`src/rtl/mux_pkg.sv`:
```
// Shared types and defaults for the mux_n_scan channel multiplexer.
package mux_pkg;

  typedef enum logic [1:0] {
    IDLE   = 2'd0,
    MANUAL = 2'd1,
    SCAN   = 2'd2
  } state_t;

  localparam logic MODE_MANUAL = 1'b0;
  localparam logic MODE_SCAN   = 1'b1;

  localparam int N_CH_DEF  = 4;
  localparam int WIDTH_DEF = 8;
  localparam int DWELL_DEF = 4;

endpackage

```
`src/rtl/mux_n_scan_if.sv`:
```
// Control/data bundle between a channel source and mux_n_scan.
interface mux_n_scan_if
  import mux_pkg::*;
#(
  parameter int N_CH  = N_CH_DEF,
  parameter int WIDTH = WIDTH_DEF
);
  localparam int SW = $clog2(N_CH);

  logic                  EN;
  logic                  MODE;
  logic [SW-1:0]         SEL;
  logic [N_CH*WIDTH-1:0] D;
  logic [WIDTH-1:0]      F;
  logic [SW-1:0]         CH;
  logic                  STROBE;
  logic                  VALID;

  modport master (output EN, MODE, SEL, D, input F, CH, STROBE, VALID);
  modport slave  (input EN, MODE, SEL, D, output F, CH, STROBE, VALID);
endinterface

```
`src/rtl/scan_ctr.sv`:
```
// Dwell counter plus wrapping channel counter. The channel register is also
// the CH output in manual mode: any non-advancing cycle simply loads it.
module scan_ctr
  import mux_pkg::*;
#(
  parameter int N_CH  = N_CH_DEF,
  parameter int DWELL = DWELL_DEF
) (
  input  logic                    clk,
  input  logic                    rst,
  input  logic                    en,
  input  logic                    load,
  input  logic [$clog2(N_CH)-1:0] load_ch,
  output logic [$clog2(N_CH)-1:0] ch,
  output logic                    strobe
);
  localparam int SW       = $clog2(N_CH);
  localparam int DW       = $clog2(DWELL);
  localparam int LAST_I   = N_CH - 1;
  localparam int DLAST_I  = DWELL - 1;
  localparam logic [SW-1:0] LAST  = LAST_I[SW-1:0];
  localparam logic [DW-1:0] DLAST = DLAST_I[DW-1:0];

  logic [DW-1:0] dwell;

  // Load restarts the dwell; otherwise count dwell and advance/wrap channel.
  always_ff @(posedge clk) begin
    if (rst) begin
      dwell  <= '0;
      ch     <= '0;
      strobe <= 1'b0;
    end else if (!en) begin
      strobe <= 1'b0;
    end else if (load) begin
      ch     <= load_ch;
      dwell  <= '0;
      strobe <= 1'b0;
    end else if (dwell == DLAST) begin
      dwell  <= '0;
      ch     <= (ch == LAST) ? '0 : ch + 1'b1;
      strobe <= 1'b1;
    end else begin
      dwell  <= dwell + 1'b1;
      strobe <= 1'b0;
    end
  end
endmodule

```
`src/rtl/mux_n_scan.sv`:
```
// N-channel registered multiplexer with manual select and timed auto-scan.
// Optional macro MUX_N_SCAN_BLANK_EN blanks F for one cycle after each
// scan advance (ghost suppression on multiplexed displays).
//
// state  | meaning
// IDLE   | after reset, nothing loaded yet (VALID=0)
// MANUAL | F/CH follow SEL with one cycle latency
// SCAN   | channel steps every DWELL enabled cycles, F follows that channel
module mux_n_scan
  import mux_pkg::*;
#(
  parameter int N_CH  = N_CH_DEF,
  parameter int WIDTH = WIDTH_DEF,
  parameter int DWELL = DWELL_DEF
) (
  input logic         CLK,
  input logic         RST,
  mux_n_scan_if.slave bus
);
  localparam int SW = $clog2(N_CH);
  localparam logic [SW:0] NCH_L = N_CH[SW:0];

  state_t           state;
  logic [WIDTH-1:0] f_q;
  logic             valid_q;
  logic [SW-1:0]    ch;
  logic             strobe;
  logic             run;
  logic             load;
  logic [SW-1:0]    start_ch;
  logic [SW-1:0]    load_ch;

  // Out-of-range indices select zero.
  function automatic logic [WIDTH-1:0] pick(input logic [N_CH*WIDTH-1:0] d,
                                            input logic [SW-1:0] idx);
    logic [WIDTH-1:0] r;
    r = '0;
    for (int k = 0; k < N_CH; k++) begin
      if (idx == k[SW-1:0]) r = d[k*WIDTH +: WIDTH];
    end
    return r;
  endfunction

  // Decide whether the counter advances (steady scan) or loads a channel.
  always_comb begin
    start_ch = ({1'b0, bus.SEL} < NCH_L) ? bus.SEL : '0;
    run      = (state == SCAN) && (bus.MODE == MODE_SCAN);
    load     = !run;
    load_ch  = (bus.MODE == MODE_SCAN) ? start_ch : bus.SEL;
  end

  scan_ctr #(.N_CH(N_CH), .DWELL(DWELL)) u_scan_ctr (
    .clk     (CLK),
    .rst     (RST),
    .en      (bus.EN),
    .load    (load),
    .load_ch (load_ch),
    .ch      (ch),
    .strobe  (strobe)
  );

  // Mode FSM with registered data output and valid flag.
  always_ff @(posedge CLK) begin
    if (RST) begin
      state   <= IDLE;
      f_q     <= '0;
      valid_q <= 1'b0;
    end else if (bus.EN) begin
      valid_q <= 1'b1;
      if (run) begin
        state <= SCAN;
`ifdef MUX_N_SCAN_BLANK_EN
        f_q <= strobe ? '0 : pick(bus.D, ch);
`else
        f_q <= pick(bus.D, ch);
`endif
      end else if (bus.MODE == MODE_MANUAL) begin
        state <= MANUAL;
        f_q   <= pick(bus.D, bus.SEL);
      end else begin
        state <= SCAN;
        f_q   <= pick(bus.D, start_ch);
      end
    end
  end

  assign bus.F      = f_q;
  assign bus.CH     = ch;
  assign bus.STROBE = strobe;
  assign bus.VALID  = valid_q;
endmodule

```
`src/flat_wrapper.sv`:
```
// flat-port wrapper written by rule: the top's interface ports become plain ports
module mux_n_scan_flat import mux_pkg::*;
#(
  parameter int N_CH  = N_CH_DEF,
  parameter int WIDTH = WIDTH_DEF,
  parameter int DWELL = DWELL_DEF
)
  (CLK, RST, bus_EN, bus_MODE, bus_SEL, bus_D, bus_F, bus_CH, bus_STROBE, bus_VALID);
  mux_n_scan_if #(.N_CH(N_CH), .WIDTH(WIDTH)) bus_i ();
  input logic CLK;
  input logic RST;
  input wire logic [$bits(bus_i.EN)-1:0] bus_EN;
  input wire logic [$bits(bus_i.MODE)-1:0] bus_MODE;
  input wire logic [$bits(bus_i.SEL)-1:0] bus_SEL;
  input wire logic [$bits(bus_i.D)-1:0] bus_D;
  output wire logic [$bits(bus_i.F)-1:0] bus_F;
  output wire logic [$bits(bus_i.CH)-1:0] bus_CH;
  output wire logic [$bits(bus_i.STROBE)-1:0] bus_STROBE;
  output wire logic [$bits(bus_i.VALID)-1:0] bus_VALID;
  assign bus_i.EN = bus_EN;
  assign bus_i.MODE = bus_MODE;
  assign bus_i.SEL = bus_SEL;
  assign bus_i.D = bus_D;
  assign bus_F = bus_i.F;
  assign bus_CH = bus_i.CH;
  assign bus_STROBE = bus_i.STROBE;
  assign bus_VALID = bus_i.VALID;
  mux_n_scan #(.N_CH(N_CH), .WIDTH(WIDTH), .DWELL(DWELL)) u_core (.CLK(CLK), .RST(RST), .bus(bus_i));
endmodule
```
`config.mk`:
```
export PLATFORM = sky130hd
export DESIGN_NAME = mux_n_scan_flat
export DESIGN_NICKNAME = d
export VERILOG_FILES = /design/src/rtl/mux_pkg.sv /design/src/rtl/mux_n_scan_if.sv /design/src/rtl/scan_ctr.sv /design/src/rtl/mux_n_scan.sv /design/src/flat_wrapper.sv
export SDC_FILE = /design/constraint.sdc
export NUM_CORES = 1
export LEC_CHECK = 0
export ABC_AREA = 1
export CAP_MARGIN = 5
export CORE_MARGIN = 10
export CORE_UTILIZATION = 40
export CTS_BUF_LIST = sky130_fd_sc_hd__clkbuf_2
export CTS_CLUSTER_SIZE = 25
export DETAILED_ROUTE_END_ITERATION = 12
export GPL_TIMING_DRIVEN = 0
export PLACE_DENSITY = 0.8
export SETUP_SLACK_MARGIN = 0.02
export SYNTH_ARGS = -nofsm -noshare
export SYNTH_HDL_FRONTEND = slang
export SYNTH_HIERARCHICAL = 1
export SYNTH_SLANG_ARGS = --single-unit
```
`constraint.sdc`:
```
create_clock -name CLK -period 1.18 [get_ports CLK]
set_input_delay 0.295 -clock CLK [delete_from_list [all_inputs] [get_ports CLK]]
set_output_delay 0.295 -clock CLK [all_outputs]
set_load 0.05 [all_outputs]
```
* Word-level counts from Yosys, hierarchy flattened
Cells that the tools add are included.
** Cells by class
- $add $sub $neg :: 2
- Eq/ne operators :: 9
- Mux-type cells :: 17
- Bitwise operators :: 2
- Reductions and logical operators :: 5
** Operator list (number)
- 8-bit 2-to-1 mux :: 9
- 2-bit 2-to-1 mux :: 7
- 2-bit equality test, second input constant :: 6
- 2-bit by 1-bit adder with 2-bit output, second input constant :: 2
- 2-bit by 1-bit equality test with 1-bit output, second input constant :: 2
- 2-bit logical NOT :: 2
- 3-bit OR reduction :: 1
- 2-bit inequality test, second input constant :: 1
- 1-bit NOT :: 2
- 2-bit AND reduction :: 1
- 1-bit logical AND :: 1
- 1-bit 2-to-1 mux :: 1
** Word-level totals
- Register bits after elaboration :: 16
- Logic and storage cells :: 41

* Depth between registers and ports, before layout
Gate-level depths: netlist (run 1).
- Depth in word-level cells :: 6
- Gate-level depth with buffers :: 8
- Mapped depth without buffers :: 8

* Modules after synthesis
The synthesis (run 1) kept the hierarchy.
** Modules (own cells, without submodules)
- mux_n_scan :: times used 1, cells each 189, area each 987.2 sq um
- scan_ctr :: times used 1, cells each 34, area each 249.0 sq um

* Worst setup path after synthesis (run 1)
No wires, ideal clock.
- Kind :: reg-to-reg
- Start :: reg u_core.u_scan_ctr.ch[0]
- End :: reg u_core.f_q[0] (netlist: u_core/bus.F[0])
- Arrival :: 1417 ps
- Setup slack :: -346 ps
- Stages on the path, launching flop included :: 8
- Buffers on the path :: 0
- Path through :: dfxtp_1 > nand2_1 > nor2_1 > nor2_1 > nand2_1 > nand3_1 > nand2_1 > inv_1
** On the way
- Longest elaborated chain between the ends :: 6
- Elaborated cells on any way between the ends :: 9
** Ends and longest elaborated chain
- start, declared :: line scan_ctr.sv:14 : output logic [$clog2(N_CH)-1:0] ch,
- start signal, assigned :: line scan_ctr.sv:35 : ch <= load_ch;
- start signal, assigned :: line scan_ctr.sv:40 : ch <= (ch == LAST) ? '0 : ch + 1'b1;
- 2-bit logical NOT :: line mux_n_scan.sv:39 : if (idx == k[SW-1:0]) r = d[k*WIDTH +: WIDTH];
- 8-bit 2-to-1 mux (3 in series) :: line mux_n_scan.sv:39
- 8-bit 2-to-1 mux * :: line mux_n_scan.sv:39
- 8-bit 2-to-1 mux * :: line mux_n_scan.sv:70 : if (run) begin
- end signal, assigned :: line mux_n_scan.sv:75 : f_q <= pick(bus.D, ch);
- end signal, assigned :: line mux_n_scan.sv:79 : f_q <= pick(bus.D, bus.SEL);
- end signal, assigned :: line mux_n_scan.sv:82 : f_q <= pick(bus.D, start_ch);
- end, declared :: line mux_n_scan.sv:24 : logic [WIDTH-1:0] f_q;
Mark *: on every way between the ends. The rest lies on a longest branch, timed or not.
A chain may end at the register's enable or synchronous reset.

* Worst setup path in the final report (run 1)
- Start :: reg u_core.u_scan_ctr.ch[0]
- End :: out bus_CH[0]
** RTL lines
- end, declared :: line flat_wrapper.sv:17 : output wire logic [$bits(bus_i.CH)-1:0] bus_CH;
No word-level cell between the ends.

==> reports/results.env, run 1 <==
VIA_COUNT_OF_THE_FIRST_GLOBAL_ROUTING_PASS=1552
CRITPATHMAXFANOUT=6
ROUTED_WIRELENGTH_MM=4.39
NUMNETS_FINAL=328
CLK_SINKS=16
DETAILEDROUTE.FIRSTPASSITERATIONCOUNT=4
N_ANTENNA_CELL=0
HTREE_NUM_LEVELS=1
CLOCK_INPUT_TRANSITION_AT_THE_SEQUENTIAL_CELLS_OF_THE_WORST_SETUP_AND_HOLD_PATHS_NS=0.15
SEQUENTIAL_FRACTION_OF_DESIGN_POWER_PCT=38.7
SYN_AREA_PER_CELL_UM2=5.54
IRDROPWORSTVDD_uV=509
TOTALNEGATIVESETUPSLACK_NS=-0.127
CTS.PATH.MAX_BUFFERS=2
SYNTH_SEQ_AREA_SHARE_PCT=25.9
CTSROOTBUFFERMASTER='sky130_fd_sc_hd__clkbuf_2'
MAXIMUM_NUMBER_OF_PINS_ON_ONE_NET_BEFORE_GLOBAL_ROUTE_REPAIR=13
YOSYS-TOP-CELLS-COUNT='57 x sky130_fd_sc_hd__nor2_1, 52 x sky130_fd_sc_hd__nand2_1, 44 x sky130_fd_sc_hd__nand3_1'
FINAL_DESIGN_AREA_NO_FILL_UM2=2050
POST_SYNTH_EDFFS=0
FINAL.SETUP.WORST_SLACK_NS=-0.0468
HOLD_VIOLATIONS=0
MEAN_ROUTED_WIRELENGTH_PER_CELL_UM=13.7
GRT_SETUP_UNREPAIRED='true'
GR-TOTAL-OVERFLOW=0
SYNTH_TOP_CELLS_BY_AREA='sky130_fd_sc_hd__dfxtp_1 26%, sky130_fd_sc_hd__nand3_1 18%, sky130_fd_sc_hd__nor2_1 17%, sky130_fd_sc_hd__nand2_1 16%, sky130_fd_sc_hd__o21ai_0 6.9%'
NETLIST_AREA_UM2=1240
DRIVE_ABOVE_1_SHARE_PCT=24.0
PWR-SHARE-COMB_PCT=46.1
VIA_PER_INST=5.21
MAXSLEWHEADROOM_PCT=77.8
FMAX_GHz=0.815
HOLD_PATH_STARTPOINT='bus_MODE'
CLOCK_SKEW_NS=0.00866
WORST-ENDPOINT-ARRIVAL_NS=0.93
MAXSLEWVIOLCOUNT=0
CTS-BUFFERS-INSERTED=3
SWITCHINGPOWER_uW=596
TIMING.FINAL.CRIT_PERIOD_NS=1.23
CTS_HOLD_REPAIR.BUFFERS=0
POSTSYNTH.TOPFLOPCELL='sky130_fd_sc_hd__dfxtp_1'
CP-STARTPOINT='u_core/u_scan_ctr/ch[0]'
STDCELL_COUNT=320
INITIAL_UTILIZATION_PCT=41.2
DATA_REQUIRED_CRITICAL_PATH_NS=0.88
SYNTH_LARGEST_TYPE_AREA_FRACTION_PCT=25.9
SWSHARE_PCT=37.3
SYN_INST=223
BOUNDARYPINS=50
SYNTH.LARGEST_AREA_CELL='sky130_fd_sc_hd__dfxtp_1'
GRT_FIRST_PASS_WIRELENGTH_MM=6.97
DIE_WIDTH_UM=75.6
ANT_NETS=0
PORT-BUFFER-COUNT=49
POST-DP-HPWL_MM=3.15
YOSYS.CELL_COUNT.TOP_TYPE='sky130_fd_sc_hd__nor2_1'
NUM_VIAS=1666
P_LEAK_nW=0.994
POSTLAYOUTCOREUTIL_PCT=68.1
ASYNC_RESET_FF_SHARE_PCT=0
YOSYS_WARNINGS=6
PLACE_WORST_SETUP_SLACK_NS=-0.602
NUMBER_OF_ANTENNA_VIOLATIONS_AT_THE_FIRST_CHECK_IN_GLOBAL_ROUTING=0
CTS_TREE='built'
P_INT_mW=1.00
CLOCK_LATENCY_ON_THE_WORST_SKEW_PAIR_NS=0.29
SYNTH_CELL_TYPE_COUNT=18
DIE-AREA_UM2=5710
SYNTH_NETS=263
CRITICAL_R2R_LAUNCH='u_core/u_scan_ctr/ch[0]'
TIMING.FINAL.CRIT_SHARE_PCT=104
GLOBALROUTETOTALUTIL_PCT=15.3
FLOORPLAN.ROWS=20
POWER_DENSITY_nW_PER_UM2=780
POST-ROUTE-DRC-COUNT=0
GP_CONGESTION=0.931
FIRST_ITER_VIOLATIONS=154
POSTPLACECELLAREA_UM2=1780
AREA_DELTA_SYNTH_FINAL_PCT=65.5
CLOCKPOWERSHARE_PCT=15.2
SORT_OF_ELEMENT_AT_THE_END_OF_THE_CRITICAL_PATH='output port'
HOLD_PATH.CLASS='input pin to flop'
WORST_HOLD_SLACK_NS=0.420
PLACE_INST=305
TIGHTEST_SLEW_NS=0.334
FLOORPLAN.DIE.HEIGHT_UM=75.6
TIMING.FINAL.SETUP_VIOLATIONS=5
MAX-CAP-VIOLATIONS=0
FAILED_CHECKS='negative setup slack'
FILLERS=264
YS_FF_LATCH=16
WORSTSETUPPATHTYPE='flop to output port'
RUN_STATUS='finished with violations'
DESIGN.CORE.AREA_UM2=3000
POWER_mW=1.60
STARTPOINT_TYPE='flop'
[cells in the final DEF, fill, tap and decap left out, drive strengths merged]
cell	count
o21ai	18
clkinv	1
dlygate4sd2	3
nor3	1
nor3b	1
dfxtp	16
nand2	52
nand3	44
a21oi	2
clkbuf	6
nor2	61
inv	18
xnor2	1
clkdlybuf4s50	33
ha	2
buf	28
[routing by layer]
metal  global-route usage (%)  routed length (µm)
met1                     18.4                1820
met2                     26.4                2150
met3                     4.56                 353
met4                     2.47                  70
met5                        0                   0
[cell families (layout without fill, tap and decap cells)]
kind of cell | Yosys count | count (layout) | share of synthesized area (%)
AOI/OAI and AO/OA | 20 | 20 | 8.10
and+or+nand+nor | 159 | 159 | 54.8
xor gates and xnor gates | 1 | 1 | 0.709
buffers and inverters | 25 | 89 | 8.50
DFF | 16 | 16 | 25.9
adders and majority gates | 2 | 2 | 2.02
[what timing repair did]
item | CTS | global route
buffers inserted | 2 | 9
endpoints found under the setup margin | 28 | 22
pin swaps | 2 | 7
gates resized for setup | 95 | 53
[final timing paths]
check	endpoint	slack (ns)	cells past startpoint
max	bus_CH[0]	-0.05	2
min	u_core/state[1]	0.42	3
max reg2reg	u_core/bus.F[1]	-0.04	9
min reg2reg	u_core/state[1]	0.48	2
[cell type report]
cell class	instances	area (µm²)	area share [%]
sequential	16	338	16.5
tap	33	41.3	2.02
clock inverter	1	3.75	0.183
timing repair buffer	60	622	30.4
buffer	7	52.6	2.57
clock buffer	3	15.0	0.734
inverter	18	75.1	3.67
multi-input combinational	182	898	43.9
[power groups by stage]
stage	Sequential [mW]	Combinational [mW]	Clock (mW)
floorplan	0.716	0.238	0
global placement	0.617	0.604	0
detailed placement	0.618	0.607	0
CTS	0.610	0.623	0.257
global route	0.623	0.802	0.279
finish	0.618	0.735	0.243
[worst max-delay path: stages, from the launching register on]
cell                      delay [ns]
sky130_fd_sc_hd__dfxtp_4        0.40
sky130_fd_sc_hd__buf_6          0.12
sky130_fd_sc_hd__buf_8          0.14
[registers in the layout (all words and copies together) (netlist names)]
| signal | count |
|---|---|
| u_core/bus.F | 8 |
| u_core/state | 2 |
| u_core/u_scan_ctr/ch | 2 |
| u_core/u_scan_ctr/dwell | 2 |
| u_core/bus.VALID | 1 |
| u_core/u_scan_ctr/strobe | 1 |
No activity file was read; power rests on OpenSTA's default activity.
==> run 2: changes to the inputs <==
--- a/config.mk
+++ b/config.mk
@@ -6,9 +6,10 @@
 export NUM_CORES = 1
 export LEC_CHECK = 0
 export ABC_AREA = 1
-export CAP_MARGIN = 5
+export CELL_PAD_IN_SITES_DETAIL_PLACEMENT = 2
+export CELL_PAD_IN_SITES_GLOBAL_PLACEMENT = 2
 export CORE_MARGIN = 10
-export CORE_UTILIZATION = 40
+export CORE_UTILIZATION = 19
 export CTS_BUF_LIST = sky130_fd_sc_hd__clkbuf_2
 export CTS_CLUSTER_SIZE = 25
 export DETAILED_ROUTE_END_ITERATION = 12
==> run 2 against run 1 <==
The run still ends with negative setup slack left. Design area shrank 1.0%. Non-clock buffer count decreased by 9. Sequential cell count stayed put. Die area rose by 77%. Clock power grew 11%. Setup slack worse by 0.0051 ns.
==> reports/results.env, run 2 (synthesis gave the netlist of run 1 again) <==
SORT_OF_ELEMENT_AT_THE_END_OF_THE_CRITICAL_PATH='output port'
ANT_NETS=0  # unchanged
CTS.PATH.MAX_BUFFERS=2  # unchanged
POST-DP-HPWL_MM=4.45  # +41%
MAX-CAP-VIOLATIONS=0  # unchanged
TIMING.FINAL.CRIT_SHARE_PCT=104  # +0.43 points
FAILED_CHECKS='negative setup slack'
DIE-AREA_UM2=10100  # +77%
TOTALNEGATIVESETUPSLACK_NS=-0.108  # +0.0197 ns
MOSTFREQUENTLAYOUTCELLS='56 x sky130_fd_sc_hd__nor2_1, 49 x sky130_fd_sc_hd__nand2_1, 42 x sky130_fd_sc_hd__nand3_1'
GR-TOTAL-OVERFLOW=0  # unchanged
IRDROPWORSTVDD_uV=366  # -28%
FLOORPLAN.DIE.HEIGHT_UM=101  # +33%
GRT_FIRST_PASS_WIRELENGTH_MM=9.68  # +39%
FMAX_GHz=0.812  # -0.41%
HTREE_NUM_LEVELS=1  # unchanged
CRIT_FAMILY='flip-flops'
MAXSLEWVIOLCOUNT=0  # unchanged
FILLERS=783  # +200%
CLOCK_SKEW_NS=0.0122  # +0.00359 ns
POWER_DENSITY_nW_PER_UM2=793  # +1.6%
P_LEAK_nW=0.935  # -5.9%
ROUTED_WIRELENGTH_MM=5.60  # +28%
CRITPATHBUFINV=1  # -1
TIGHTEST_SLEW_NS=0.355  # +0.0218 ns
GLOBALROUTETOTALUTIL_PCT=11.6  # -3.7 points
GRT_SETUP_UNREPAIRED='true'
POSTPLACECELLAREA_UM2=1830  # +3.1%
FLOORPLAN.ROWS=29  # +45%
CLOCK_INPUT_TRANSITION_AT_THE_SEQUENTIAL_CELLS_OF_THE_WORST_SETUP_AND_HOLD_PATHS_NS=0.16  # about the same
CRIT_PATH_CELL_TRACE='buf_8'
MEAN_ROUTED_WIRELENGTH_PER_CELL_UM=15.8  # +15%
CTS-BUFFERS-INSERTED=3  # unchanged
CLK_SINKS=16  # unchanged
FINAL.SETUP.WORST_SLACK_NS=-0.0519  # -0.00510 ns
VIA_PER_INST=4.66  # -10%
INITIAL_UTILIZATION_PCT=19.5  # -22 points
WORSTSETUPPATHTYPE='flop to output port'
NUMBER_OF_FLIP_FLOPS_IN_THE_LARGEST_REGISTER=8  # unchanged
CRITPATHMAXFANOUT=7  # +1
DATA_REQUIRED_CRITICAL_PATH_NS=0.88  # about the same
CRITICAL-PATH-MAX-STAGE-DELAY_NS=0.47  # +0.07 ns
HOLD_VIOLATIONS=0  # unchanged
CTS_TREE='built'
VIA_COUNT_OF_THE_FIRST_GLOBAL_ROUTING_PASS=1948  # +26%
GP_CONGESTION=0.756  # -19%
PORT-BUFFER-COUNT=49  # unchanged
BOUNDARYPINS=50  # unchanged
CLOCK_LATENCY_ON_THE_WORST_SKEW_PAIR_NS=0.30  # about the same
NUM_VIAS=1655  # -0.66%
RUN_STATUS='finished with violations'
MAXSLEWHEADROOM_PCT=76.3  # -1.5 points
TIMING.FINAL.SETUP_VIOLATIONS=4  # -1
POST-ROUTE-DRC-COUNT=0  # unchanged
FINAL_DESIGN_AREA_NO_FILL_UM2=2020  # -1.0%
FIRST_ITER_VIOLATIONS=33  # -79%
MAXIMUM_NUMBER_OF_PINS_ON_ONE_NET_BEFORE_GLOBAL_ROUTE_REPAIR=13  # unchanged
WORST-ENDPOINT-ARRIVAL_NS=0.94  # about the same
CRIT_PATH_TOP_DELAY_CELL='sky130_fd_sc_hd__dfxtp_4'
NUMNETS_FINAL=319  # -2.7%
STARTPOINT_TYPE='flop'
POWER_mW=1.61  # +0.55%
TIMING.FINAL.CRIT_PERIOD_NS=1.23  # +0.00510 ns
FINAL_COMMON_CELL='sky130_fd_sc_hd__nor2_1'
DESIGN.CORE.AREA_UM2=6350  # +110%
N_ANTENNA_CELL=0  # unchanged
WORST_HOLD_SLACK_NS=0.438  # +0.0179 ns
HOLD_PATH.CLASS='input pin to flop'
AREA_DELTA_SYNTH_FINAL_PCT=63.8
DIE_WIDTH_UM=101  # +33%
DRIVE_ABOVE_1_SHARE_PCT=21.2  # -2.8 points
NUMBER_OF_ANTENNA_VIOLATIONS_AT_THE_FIRST_CHECK_IN_GLOBAL_ROUTING=0  # unchanged
DETAILEDROUTE.FIRSTPASSITERATIONCOUNT=4  # unchanged
CTSROOTBUFFERMASTER='sky130_fd_sc_hd__clkbuf_2'
run 2: changes by cell type in the layout (fill, tap and decap cells not counted), moves of 3 or more:
| cell | delta |
|---|---|
| sky130_fd_sc_hd__buf_4 | -9 |
| sky130_fd_sc_hd__dfxtp_2 | +3 |
| sky130_fd_sc_hd__buf_6 | -5 |
| sky130_fd_sc_hd__nand3_1 | +5 |
| sky130_fd_sc_hd__buf_8 | +6 |
| sky130_fd_sc_hd__o21ai_2 | +4 |
| sky130_fd_sc_hd__o21ai_0 | -3 |
| sky130_fd_sc_hd__dfxtp_1 | -3 |
| sky130_fd_sc_hd__nand3_2 | -5 |
run 2: cell type report:
type                    count  area [µm²]  share of cell area [%]
repair buffers             51         564                    27.9
inverters                  18        75.1                    3.71
flip-flops and latches     16         342                    16.9
clock buffers               4        20.0                   0.989
well taps                  77        96.3                    4.76
multi-input cells         182         871                    43.0
plain buffers               7        56.3                    2.78
run 2: worst paths after layout:
| check | start | endpoint | slack (ns) | cells past startpoint |
|---|---|---|---|---|
| max | u_core/u_scan_ctr/ch[0] | bus_CH[0] | -0.05 | 1 |
| min | bus_MODE | u_core/state[1] | 0.44 | 3 |
| max reg2reg | u_core/u_scan_ctr/ch[0] | u_core/bus.F[6] | -0.01 | 7 |
| min reg2reg | u_core/state[1] | u_core/state[1] | 0.49 | 2 |
run 2: power breakdown:
group	internal (mW)	leakage, nW	switching [mW]	total, mW
registers	0.582	0.137	0.0468	0.629
clock network	0.0898	0.0166	0.179	0.269
logic	0.315	0.782	0.393	0.708
total	0.987	0.935	0.619	1.61
run 2: routing by layer:
layer | routed length [µm] | vias up | GRT usage, %
li1 | - | 826 | -
met1 | 2430 | 791 | 13.5
met2 | 2840 | 32 | 20.5
met3 | 267 | 6 | 2.95
met4 | 64 | 0 | 2.50
met5 | 0 | - | 0
run 2: repair_timing:
action,CTS,global route
hold buffers,0,0
endpoints found under the setup margin,28,24
resized for setup,119,32
pin swaps,4,0
buffers inserted,2,0
run 2: stage by stage:
step | util [%] | std cells | setup slack [ns]
floorplan | - | 223 | 0.0681
global placement | 28.8 | 349 | -0.664
detailed placement | 28.8 | 349 | -0.679
CTS | 30.5 | 355 | -0.0673
global route | 31.9 | 355 | -0.133
finish | 31.9 | 355 | -0.0519
==> run 3: changes to the inputs <==
--- a/config.mk
+++ b/config.mk
@@ -8,7 +8,6 @@
 export ABC_AREA = 1
 export CELL_PAD_IN_SITES_DETAIL_PLACEMENT = 2
 export CELL_PAD_IN_SITES_GLOBAL_PLACEMENT = 2
-export CORE_MARGIN = 10
 export CORE_UTILIZATION = 19
 export CTS_BUF_LIST = sky130_fd_sc_hd__clkbuf_2
 export CTS_CLUSTER_SIZE = 25
==> run 3 against run 2 <==
Combinational power about the same. Highest routed layer unchanged. Clock-buffer cell count shrank 1. Design area unchanged. The run still ends with negative setup slack left.
==> reports/results.env, run 3 (synthesis gave the netlist of run 1 again) <==
MOSTFREQUENTLAYOUTCELLS='57 x sky130_fd_sc_hd__nor2_1, 48 x sky130_fd_sc_hd__nand2_1, 41 x sky130_fd_sc_hd__nand3_1'
GRT_FIRST_PASS_WIRELENGTH_MM=8.63  # -11%
MEAN_ROUTED_WIRELENGTH_PER_CELL_UM=14.9  # -5.8%
GR-TOTAL-OVERFLOW=0  # unchanged
PLACE_INST=349  # unchanged
IRDROPWORSTVDD_uV=362  # -1.2%
INITIAL_UTILIZATION_PCT=19.6  # +0.11 points
WORST-ENDPOINT-ARRIVAL_NS=1.48  # +0.54 ns
NUMNETS_FINAL=321  # +0.63%
FLOORPLAN.ROWS=29  # unchanged
HTREE_NUM_LEVELS=1  # unchanged
DESIGN.CORE.AREA_UM2=6310  # -0.57%
FIRST_ITER_VIOLATIONS=40  # +21%
CRITICAL-PATH-MAX-STAGE-DELAY_NS=0.35  # -0.12 ns
P_INT_uW=973  # -1.4%
CLK_SINKS=16  # unchanged
DIE_WIDTH_UM=82.7  # -18%
CLOCK_SKEW_NS=0.00967  # -0.00257 ns
NUMBER_OF_ANTENNA_VIOLATIONS_AT_THE_FIRST_CHECK_IN_GLOBAL_ROUTING=0  # unchanged
SWSHARE_PCT=39.2  # +0.68 points
FAILED_CHECKS='negative setup slack'
CTS.PATH.MAX_BUFFERS=2  # unchanged
RUN_STATUS='finished with violations'
CLOCK_LATENCY_ON_THE_WORST_SKEW_PAIR_NS=0.31  # about the same
CLOCK_INPUT_TRANSITION_AT_THE_SEQUENTIAL_CELLS_OF_THE_WORST_SETUP_AND_HOLD_PATHS_NS=0.16  # about the same
CRIT_PATH_CELL_TRACE='clkdlybuf4s15_1 -> buf_4 -> o21ai_0 -> nand3_1 -> nand2_1 -> nand3_1 -> nand2_1 -> inv_1'
FILLERS=782  # -0.13%
FMAX_GHz=0.798  # -1.7%
VIA_PER_INST=4.55  # -2.5%
CRIT_PATH_TOP_DELAY_CELL='sky130_fd_sc_hd__clkdlybuf4s15_1'
WORST_HOLD_SLACK_NS=0.453  # +0.0154 ns
AREA_DELTA_SYNTH_FINAL_PCT=63.8  # unchanged
DATA_REQUIRED_CRITICAL_PATH_NS=1.41  # +0.53 ns
MAXIMUM_NUMBER_OF_PINS_ON_ONE_NET_BEFORE_GLOBAL_ROUTE_REPAIR=13  # unchanged
TIMING.FINAL.CRIT_PERIOD_NS=1.25  # +0.0208 ns
PWR-SHARE-COMB_PCT=44.1  # about the same
SWITCHINGPOWER_uW=628  # +1.5%
TIMING.FINAL.SETUP_VIOLATIONS=5  # +1
WORSTSETUPPATHTYPE='input pin to flop'
BOUNDARYPINS=50  # unchanged
CTSROOTBUFFERMASTER='sky130_fd_sc_hd__clkbuf_2'
FLOORPLAN.DIE.HEIGHT_UM=82.7  # -18%
N_ANTENNA_CELL=0  # unchanged
SORT_OF_ELEMENT_AT_THE_END_OF_THE_CRITICAL_PATH='flop'
P_LEAK_nW=0.940  # +0.53%
ANT_NETS=0  # unchanged
POWER_DENSITY_nW_PER_UM2=791  # -0.27%
CTS-BUFFERS-INSERTED=3  # unchanged
POST-DP-HPWL_MM=4.09  # -8.1%
FINAL_COMMON_CELL='sky130_fd_sc_hd__nor2_1'
MAXSLEWVIOLCOUNT=0  # unchanged
VIA_COUNT_OF_THE_FIRST_GLOBAL_ROUTING_PASS=1835  # -5.8%
DIE-AREA_UM2=6830  # -33%
CLOCKPOWERSHARE_PCT=16.7  # about the same
FINAL.SETUP.WORST_SLACK_NS=-0.0727  # -0.0208 ns
GLOBALROUTETOTALUTIL_PCT=17.0  # +5.4 points
GRT_SETUP_UNREPAIRED='true'
HOLD_VIOLATIONS=0  # unchanged
DRIVE_ABOVE_1_SHARE_PCT=20.4  # -0.87 points
CRITPATHMAXFANOUT=10  # +3
TIMING.FINAL.CRIT_SHARE_PCT=106  # +1.8 points
GP_CONGESTION=0.762  # +0.89%
DETAILEDROUTE.FIRSTPASSITERATIONCOUNT=4  # unchanged
HOLD_PATH.CLASS='input pin to flop'
ROUTED_WIRELENGTH_MM=5.31  # -5.2%
STARTPOINT_TYPE='input pin'
MAX-CAP-VIOLATIONS=0  # unchanged
TIGHTEST_SLEW_NS=0.380  # +0.0250 ns
STDCELL_COUNT=357  # +0.56%
NUMBER_OF_FLIP_FLOPS_IN_THE_LARGEST_REGISTER=8  # unchanged
CTS_TREE='built'
POST-ROUTE-DRC-COUNT=0  # unchanged
SEQUENTIAL_FRACTION_OF_DESIGN_POWER_PCT=39.2  # about the same
PORT-BUFFER-COUNT=49  # unchanged
NUM_VIAS=1623  # -1.9%
MAXSLEWHEADROOM_PCT=74.6  # -1.7 points
run 3: changes by cell type in the layout (fill, tap and decap cells not counted), moves of 2 or more:
cell	before	now
sky130_fd_sc_hd__clkbuf_2	5	3
sky130_fd_sc_hd__o21ai_1	3	7
sky130_fd_sc_hd__buf_4	4	6
sky130_fd_sc_hd__o21ai_2	5	0
run 3: routing by layer:
| layer | vias to the layer above | share of wire [%] | global-route usage [%] |
|---|---|---|---|
| li1 | 829 | - | - |
| met1 | 765 | 43 | 19.5 |
| met2 | 25 | 53 | 33.3 |
| met3 | 4 | 3.3 | 2.86 |
| met4 | 0 | 0.34 | 2.07 |
| met5 | - | 0 | 0 |
run 3: layout make-up:
| cell class | count | area, µm² | share of cell area, % |
|---|---|---|---|
| multi-input cells | 182 | 861 | 42.5 |
| flip-flops and latches | 16 | 342 | 16.9 |
| well taps | 77 | 96.3 | 4.76 |
| plain buffers | 7 | 50.0 | 2.47 |
| clock buffers | 3 | 15.0 | 0.742 |
| repair buffers | 53 | 587 | 29.0 |
| inverters | 18 | 70.1 | 3.46 |
| clock inverters | 1 | 3.75 | 0.185 |
run 3: worst paths after layout:
| kind | start | end | slack (ns) | cells after the start |
|---|---|---|---|---|
| max | bus_SEL[1] | u_core/bus.F[2] | -0.07 | 8 |
| min | bus_MODE | u_core/state[1] | 0.45 | 3 |
| max reg2reg | u_core/u_scan_ctr/ch[0] | u_core/bus.F[2] | -0.02 | 7 |
| min reg2reg | u_core/state[1] | u_core/state[1] | 0.50 | 2 |
run 3: stage by stage:
step	setup TNS [ns]	total power, mW	util (%)	setup WS, ns	cell area (µm²)
after floorplan	0	0.955	-	0.0681	1240
after global placement	-12.09	1.25	29.0	-0.654	1830
after detailed placement	-13.04	1.27	29.0	-0.760	1830
after CTS	-0.277	1.59	31.0	-0.0734	1960
after global routing	-1.04	1.71	32.1	-0.118	2020
final	-0.235	1.60	32.1	-0.0727	2020
run 3: timing repair:
action / 4_1_cts / 5_1_grt
setup buffers: 3 / 1
endpoints found under the setup margin: 28 / 24
pin swaps: 4 / 1
hold buffers: 0 / 0
cloned: 0 / 0
gates resized for setup: 125 / 17
run 3: worst max-delay path, delay by kind of cell:
kind / cells / cell delay [ns]
compound gates: 1 / 0.16
buf+inv: 3 / 0.66
simple gates: 4 / 0.36
run 3: power by group through the flow:
stage / registers, mW / clock network, mW / logic, mW
after global routing: 0.633 / 0.309 / 0.772
final: 0.628 / 0.267 / 0.707
after floorplan: 0.716 / 0 / 0.238
after CTS: 0.625 / 0.283 / 0.686
after global placement: 0.622 / 0 / 0.625
after detailed placement: 0.624 / 0 / 0.643
